**src/rtl/mvm_sc_array.sv**
```systemverilog
// mvm_sc_array -- stochastic-computing matrix-vector multiplier.
//
// Each of DIM lanes turns its probability numerator x_i into a bit stream by
// comparing a lane-specific rotation of a shared maximal-length LFSR against
// x_i, and counts the stream for w cycles into a signed accumulator. Unipolar
// mode counts ones; bipolar mode counts +1/-1. Over a full LFSR period
// (w = 2^NUM_BIT-1) every nonzero LFSR value is seen exactly once, so the
// result is exact.
//
// Optional feature macro: MVM_SAT_EN
//   defined   : accumulators saturate at the signed ACC_BIT limits
//   undefined : accumulators wrap modulo 2^ACC_BIT
//
// Parameters:
//   DIM       lanes
//   NUM_BIT   width of x, w and the LFSR (4..16)
//   ACC_BIT   signed accumulator width (>= NUM_BIT)
//   LFSR_SEED LFSR value loaded at start (0 is replaced by 1)
//
// Ports:
//   i_clk_mvm     clock
//   i_rst_n_mvm   asynchronous active-low reset
//   i_start_mvm   start request, sampled only in IDLE
//   i_bipolar_mvm 0 = unipolar, 1 = bipolar (latched at start)
//   i_x_mvm       per-lane unsigned probability numerators (latched at start)
//   i_w_mvm       stream length in cycles (latched at start)
//   o_busy_mvm    high while streaming
//   o_done_mvm    one-cycle pulse when results are final
//   o_wx_result   per-lane signed results, held until the next start

// Per-lane stream generator and accumulator.
//   i_clr  clear accumulator (start accepted)
//   i_en   apply one stream bit
//   i_rnd  lane's rotated LFSR value
//   o_acc  signed accumulator
module mvm_sc_lane #(
  parameter int NUM_BIT = 8,
  parameter int ACC_BIT = 10
) (
  input  logic               i_clk,
  input  logic               i_rst_n,
  input  logic               i_clr,
  input  logic               i_en,
  input  logic               i_bipolar,
  input  logic [NUM_BIT-1:0] i_x,
  input  logic [NUM_BIT-1:0] i_rnd,
  output logic [ACC_BIT-1:0] o_acc
);
  logic               w_bit;
  logic [ACC_BIT-1:0] w_next;
  logic [ACC_BIT-1:0] r_acc;

  // x = 0 never fires (LFSR is never 0); x = all-ones always fires.
  assign w_bit = (i_rnd <= i_x);

`ifdef MVM_SAT_EN
  logic [ACC_BIT:0] w_step;
  logic [ACC_BIT:0] w_sum;

  always_comb begin
    w_step = '0;
    if (w_bit)          w_step = {{ACC_BIT{1'b0}}, 1'b1};
    else if (i_bipolar) w_step = '1;
    // One guard bit is enough for a +/-1 step; a guard/sign disagreement
    // means the sum left the range, so clamp toward the guard's sign.
    w_sum = {r_acc[ACC_BIT-1], r_acc} + w_step;
    if (w_sum[ACC_BIT] != w_sum[ACC_BIT-1])
      w_next = {w_sum[ACC_BIT], {(ACC_BIT-1){~w_sum[ACC_BIT]}}};
    else
      w_next = w_sum[ACC_BIT-1:0];
  end
`else
  logic [ACC_BIT-1:0] w_step;

  always_comb begin
    w_step = '0;
    if (w_bit)          w_step = {{(ACC_BIT-1){1'b0}}, 1'b1};
    else if (i_bipolar) w_step = '1;
    w_next = r_acc + w_step;
  end
`endif

  always_ff @(posedge i_clk or negedge i_rst_n) begin
    if (!i_rst_n)   r_acc <= '0;
    else if (i_clr) r_acc <= '0;
    else if (i_en)  r_acc <= w_next;
  end

  assign o_acc = r_acc;
endmodule

module mvm_sc_array #(
  parameter int DIM       = 4,
  parameter int NUM_BIT   = 8,
  parameter int ACC_BIT   = NUM_BIT + 2,
  parameter int LFSR_SEED = 1
) (
  input  logic                          i_clk_mvm,
  input  logic                          i_rst_n_mvm,
  input  logic                          i_start_mvm,
  input  logic                          i_bipolar_mvm,
  input  logic [DIM-1:0][NUM_BIT-1:0]   i_x_mvm,
  input  logic [NUM_BIT-1:0]            i_w_mvm,
  output logic                          o_busy_mvm,
  output logic                          o_done_mvm,
  output logic [DIM-1:0][ACC_BIT-1:0]   o_wx_result
);
  // Feedback masks for maximal-length polynomials, bit (t-1) set for tap t.
  function automatic logic [15:0] tap_mask(input int n);
    case (n)
      4:       tap_mask = 16'h000C; // x^4+x^3+1
      5:       tap_mask = 16'h0014; // x^5+x^3+1
      6:       tap_mask = 16'h0030; // x^6+x^5+1
      7:       tap_mask = 16'h0060; // x^7+x^6+1
      8:       tap_mask = 16'h00B8; // x^8+x^6+x^5+x^4+1
      9:       tap_mask = 16'h0110; // x^9+x^5+1
      10:      tap_mask = 16'h0240; // x^10+x^7+1
      11:      tap_mask = 16'h0500; // x^11+x^9+1
      12:      tap_mask = 16'h0829; // x^12+x^6+x^4+x+1
      13:      tap_mask = 16'h100D; // x^13+x^4+x^3+x+1
      14:      tap_mask = 16'h2015; // x^14+x^5+x^3+x+1
      15:      tap_mask = 16'h6000; // x^15+x^14+1
      16:      tap_mask = 16'hD008; // x^16+x^15+x^13+x^4+1
      default: tap_mask = 16'h00B8;
    endcase
  endfunction

  localparam logic [15:0]        TAPS_ALL = tap_mask(NUM_BIT);
  localparam logic [NUM_BIT-1:0] TAPS     = TAPS_ALL[NUM_BIT-1:0];
  localparam logic [NUM_BIT-1:0] SEED_RAW = NUM_BIT'(LFSR_SEED);
  // An all-zero LFSR would lock up, so a zero seed becomes 1.
  localparam logic [NUM_BIT-1:0] SEED     = (SEED_RAW == '0) ? NUM_BIT'(1) : SEED_RAW;

  typedef enum logic [1:0] {
    S_IDLE = 2'd0,
    S_RUN  = 2'd1,
    S_DONE = 2'd2
  } state_t;

  state_t                      r_state;
  state_t                      w_state_nxt;
  logic                        w_load;
  logic                        w_step;
  logic                        w_last;
  logic [DIM-1:0][NUM_BIT-1:0] r_x;
  logic [NUM_BIT-1:0]          r_w;
  logic                        r_bip;
  logic [NUM_BIT-1:0]          r_lfsr;
  logic [NUM_BIT-1:0]          r_cnt;

  // Counter holds the number of updates already applied; the update made
  // while it equals w-1 is the last one.
  assign w_last = (r_cnt == (r_w - NUM_BIT'(1)));

  always_ff @(posedge i_clk_mvm or negedge i_rst_n_mvm) begin
    if (!i_rst_n_mvm) r_state <= S_IDLE;
    else              r_state <= w_state_nxt;
  end

  always_comb begin
    w_state_nxt = r_state;
    w_load      = 1'b0;
    w_step      = 1'b0;
    case (r_state)
      S_IDLE: begin
        if (i_start_mvm) begin
          w_load      = 1'b1;
          w_state_nxt = (i_w_mvm == '0) ? S_DONE : S_RUN;
        end
      end
      S_RUN: begin
        w_step = 1'b1;
        if (w_last) w_state_nxt = S_DONE;
      end
      S_DONE:  w_state_nxt = S_IDLE;
      default: w_state_nxt = S_IDLE;
    endcase
  end

  always_ff @(posedge i_clk_mvm or negedge i_rst_n_mvm) begin
    if (!i_rst_n_mvm) begin
      r_x    <= '0;
      r_w    <= '0;
      r_bip  <= 1'b0;
      r_lfsr <= SEED;
      r_cnt  <= '0;
    end else if (w_load) begin
      r_x    <= i_x_mvm;
      r_w    <= i_w_mvm;
      r_bip  <= i_bipolar_mvm;
      r_lfsr <= SEED;
      r_cnt  <= '0;
    end else if (w_step) begin
      r_lfsr <= {r_lfsr[NUM_BIT-2:0], ^(r_lfsr & TAPS)};
      r_cnt  <= r_cnt + NUM_BIT'(1);
    end
  end

  assign o_busy_mvm = (r_state == S_RUN);
  assign o_done_mvm = (r_state == S_DONE);

  // Each lane sees the LFSR rotated left by (lane mod NUM_BIT) so that lanes
  // get decorrelated streams while still covering the full period.
  for (genvar gi = 0; gi < DIM; gi++) begin : g_lane
    localparam int ROT = gi % NUM_BIT;
    logic [NUM_BIT-1:0] w_rnd;

    if (ROT == 0) begin : g_norot
      assign w_rnd = r_lfsr;
    end else begin : g_rot
      assign w_rnd = {r_lfsr[NUM_BIT-1-ROT:0], r_lfsr[NUM_BIT-1:NUM_BIT-ROT]};
    end

    mvm_sc_lane #(
      .NUM_BIT (NUM_BIT),
      .ACC_BIT (ACC_BIT)
    ) u_lane (
      .i_clk     (i_clk_mvm),
      .i_rst_n   (i_rst_n_mvm),
      .i_clr     (w_load),
      .i_en      (w_step),
      .i_bipolar (r_bip),
      .i_x       (r_x[gi]),
      .i_rnd     (w_rnd),
      .o_acc     (o_wx_result[gi])
    );
  end
endmodule
```
**config.mk**
```make
export PLATFORM = sky130hd
export DESIGN_NAME = mvm_sc_array
export DESIGN_NICKNAME = d
export VERILOG_FILES = /design/src/rtl/mvm_sc_array.sv
export SDC_FILE = /design/constraint.sdc
export NUM_CORES = 1
export LEC_CHECK = 0
export CORE_MARGIN = 2
export CORE_UTILIZATION = 56
export DETAILED_ROUTE_END_ITERATION = 16
export GPL_TIMING_DRIVEN = 0
export PLACE_DENSITY = 0.78
export SYNTH_ARGS = -nofsm -noshare
export SYNTH_HDL_FRONTEND = slang
export SYNTH_SLANG_ARGS = --single-unit
export TNS_END_PERCENT = 5
```
**constraint.sdc**
```tcl
create_clock -name i_clk_mvm -period 3.9 [get_ports i_clk_mvm]
set_clock_uncertainty 0.05 [all_clocks]
set_input_delay 0.39 -clock i_clk_mvm [delete_from_list [all_inputs] [get_ports i_clk_mvm]]
set_output_delay 0.39 -clock i_clk_mvm [all_outputs]
set_load 0.03 [all_outputs]
```
==> qor.csv <==
stage;metric;value;unit
critical_path;cp-start-kind;flip-flop;
global_route;grt_max_degree;59;
synth;postSynthAreaPerCell;9.16;µm²
min_path;min_path_type;reg2reg;
clock_tree;clk_pin_slew;100;ps
layout;syn2layout_area_growth;21.0;%
sta;finalSetupViolCount;0;
synth;ys_seq_area_share;40.3;%
sta;period_share;93.0;%
critical_path;crit_slowest_cell;dfrtp_1;
critical_path;timing.critical_path.from;g_lane[0].w_rnd[1]$_DFFE_PN0P_;
critical_path;end_kind;flip-flop;
critical_path;critPathRequiredTime;4080;ps
detailed_routing;wirelength;14600;µm
sta;hold_violations;0;
global_route;grt_pass1_vias;5083;
detailed_routing;drc;0;
critical_path;critPathTopFamily;compound AO/OA/AOI/OAI gates;
synth;ys.warnings.count;0;
sta;tightest_slew;784;ps
clock_tree;tritoncts;done;
placed_design;detailed_place_hpwl;11100;µm
sta;fmax;0.276;GHz
synth;synth_nets;789;
sta;setup_tns;0;ps
synth;synth.largest_area_cell;dfrtp_1;
global_route;antenna_found_initial;0;
job;drv_cap;0;
placed_design;placed_cells;897;
layout;drive_gt1_share;5.30;%
critical_path;critPathArrivalTime;3800;ps
synth;synth-edff-count;0;
floorplan;fp-row-count;38;
floorplan;die_y;109;µm
layout;final_cell_mix;nand2_1 (113), dfrtp_1 (96), clkdlybuf4s50_1 (84);
global_route;grt_pass1_wl;23900;µm
layout;antennaDiodeCount;0;
clock_tree;cts.sinks;99;
detailed_routing;via_count;5143;
detailed_routing;post_drt_wl_per_cell;15.9;µm
clock_tree;cts_root_buffer;clkbuf_8;
critical_path;cpPeakStageDelay;500;ps
detailed_routing;drt_pass1_iterations;4;
clock_tree;post-cts-setup-buffer-count;0;
synth;synthFlopType;dfrtp_1;
synth;ys_seq_elements;99;
synth;synth.distinct_cells;49;
detailed_routing;drt-initial-drc-count;284;
critical_path;crit_type;reg2reg;
synth;syn-instance-count;671;
critical_path;worstPathMaxFanout;8;
floorplan;die_x;109;µm
floorplan;initial_core_util;57.0;%
synth;synthTopCellsByArea;dfrtp_1 (40%), ha_1 (14%), nand2_1 (6.9%);
sta;slew_violations;0;
clock_tree;clk_latency;370;ps
placed_design;routabilityCongestion;0.884;
layout;num-nets-final;887;
sta;period_needed;3630;ps
clock_tree;cts_made_buffers;9;
floorplan;dieArea;0.0118;mm²
sta;rsz0062_at_grt;false;
min_path;hp-start;r_x[0]$_DFFE_PN0P_;
clock_tree;htreeDepth;3;
clock_tree;clk_path_buf_depth;2;
synth;yosysTopAreaCellShare;39.9;%
sta;max_slew_margin;47.6;%
placed_design;numPortBuffers;85;
critical_path;r2r_start;g_lane[0].w_rnd[1]$_DFFE_PN0P_;
layout;layout.cells.most_common;nand2_1;
floorplan;core-area;0.0108;mm²
placed_design;place_area;0.00720;mm²
global_route;grt_remaining_overflow;0;
layout;finalNonFillerCells;914;
critical_path;crit_buf_inv;1;
layout;finalInstanceArea;0.00744;mm²
detailed_routing;vias_per_cell;5.63;
synth;synth_area;0.00615;mm²
status;status;finished, final reports clean;
synth;synthArstFlopShare;100;%
detailed_routing;ant_nets;0;
floorplan;io_pins;86;
global_route;grt_usage;25.9;%
critical_path;path_cells;ha_1 -> nand4_1 -> nor2_1 -> and3b_1 -> a31oi_4 -> inv_2 -> ha_1 -> nor2b_1 -> o21ai_0 -> nand2b_1 -> a21o_1 -> a221oi_1 -> xor2_1 -> o21ai_0;
[kinds of logic after synthesis]
kind of cell    after synthesis  synth area share, %
fa+ha+maj                    74                 15.6
xor+xnor                     42                 5.98
mux                           2                0.326
compound gates              184                 18.4
buf+inv                      77                 4.82
simple gates                193                 14.6
flops                        99                 40.3
[worst reg2reg max path: stages (launching register included)]
cell and delay [ps]:
dfrtp_1 500, ha_1 380, nand4_1 180, nor2_1 160, and3b_1 220, a31oi_4 240, inv_2 140, ha_1 350
nor2b_1 150, o21ai_0 180, nand2b_1 130, a21o_1 210, a221oi_1 320, xor2_1 200, o21ai_0 100
[repair_timing]
item                                   CTS  global route
setup endpoints to repair                0             6
hold buffers                             1             0
resized for setup                        0             7
endpoints found under the hold margin   41             0
[registers in the layout, summed over array words and instances, names as in the netlist]
register	flops
g_lane.u_lane.o_acc	40
g_lane.w_rnd	8
r_bip	1
r_cnt	8
r_state	2
r_w	8
r_x	32
[final cells by class]
class	count	area (µm²)
Buffer	21	86.3
Clock buffer	12	165
Clock inverter	4	47.5
Fill cell	859	3350
Inverter	56	210
Multi-Input combinational cell	495	3390
Sequential cell	99	2480
Tap cell	140	175
Timing Repair Buffer	87	886
[layer usage]
metal  routed length (µm)  global-route usage, %
met5                    0                      0
met4                  198                   7.88
met3                  637                   3.71
met2                 7390                   45.3
met1                 6340                   33.3
[worst paths after layout]
| path | end | slack, ps | cells after the start |
|---|---|---|---|
| max | g_lane[2].u_lane.o_acc[8]$_DFFE_PN0P_ | 270 | 14 |
| max in group asynchronous | g_lane[0].w_rnd[0]$_DFFE_PN1P_ | 2590 | 3 |
| min in group asynchronous | g_lane[2].u_lane.o_acc[2]$_DFFE_PN0P_ | 500 | 2 |
| max reg2reg | g_lane[2].u_lane.o_acc[8]$_DFFE_PN0P_ | 270 | 14 |
| min | r_x[0]$_DFFE_PN0P_ | 450 | 2 |
| min reg2reg | r_x[0]$_DFFE_PN0P_ | 450 | 2 |
[metrics by stage]
stage / setup slack, ps / hold slack [ps] / utilization [%]
finish: 274 / 450 / 68.9
global route: 5.53 / 477 / 68.9
CTS: 146 / 452 / 68.8
detailed placement: 151 / 365 / 66.7
global placement: -1260 / 418 / 66.5
floorplan: 648 / 44.4 / -
[synthesized netlist by cell type (all sizes together) (7+ instances only)]
| master | count |
|---|---|
| dfrtp | 98 |
| inv | 55 |
| buf | 7 |
| nor2 | 18 |
| nand3 | 7 |
| ha | 70 |
| nand2 | 113 |
| nor2b | 11 |
| o22ai | 10 |
| nand4 | 13 |
| xnor2 | 19 |
| xor2 | 23 |
| a21oi | 45 |
| a21o | 10 |
| clkbuf | 14 |
| a22o | 9 |
| o21ai | 80 |
Power is not shown: default switching activity piles up to over one toggle a cycle in this logic, so the estimate is an artifact.
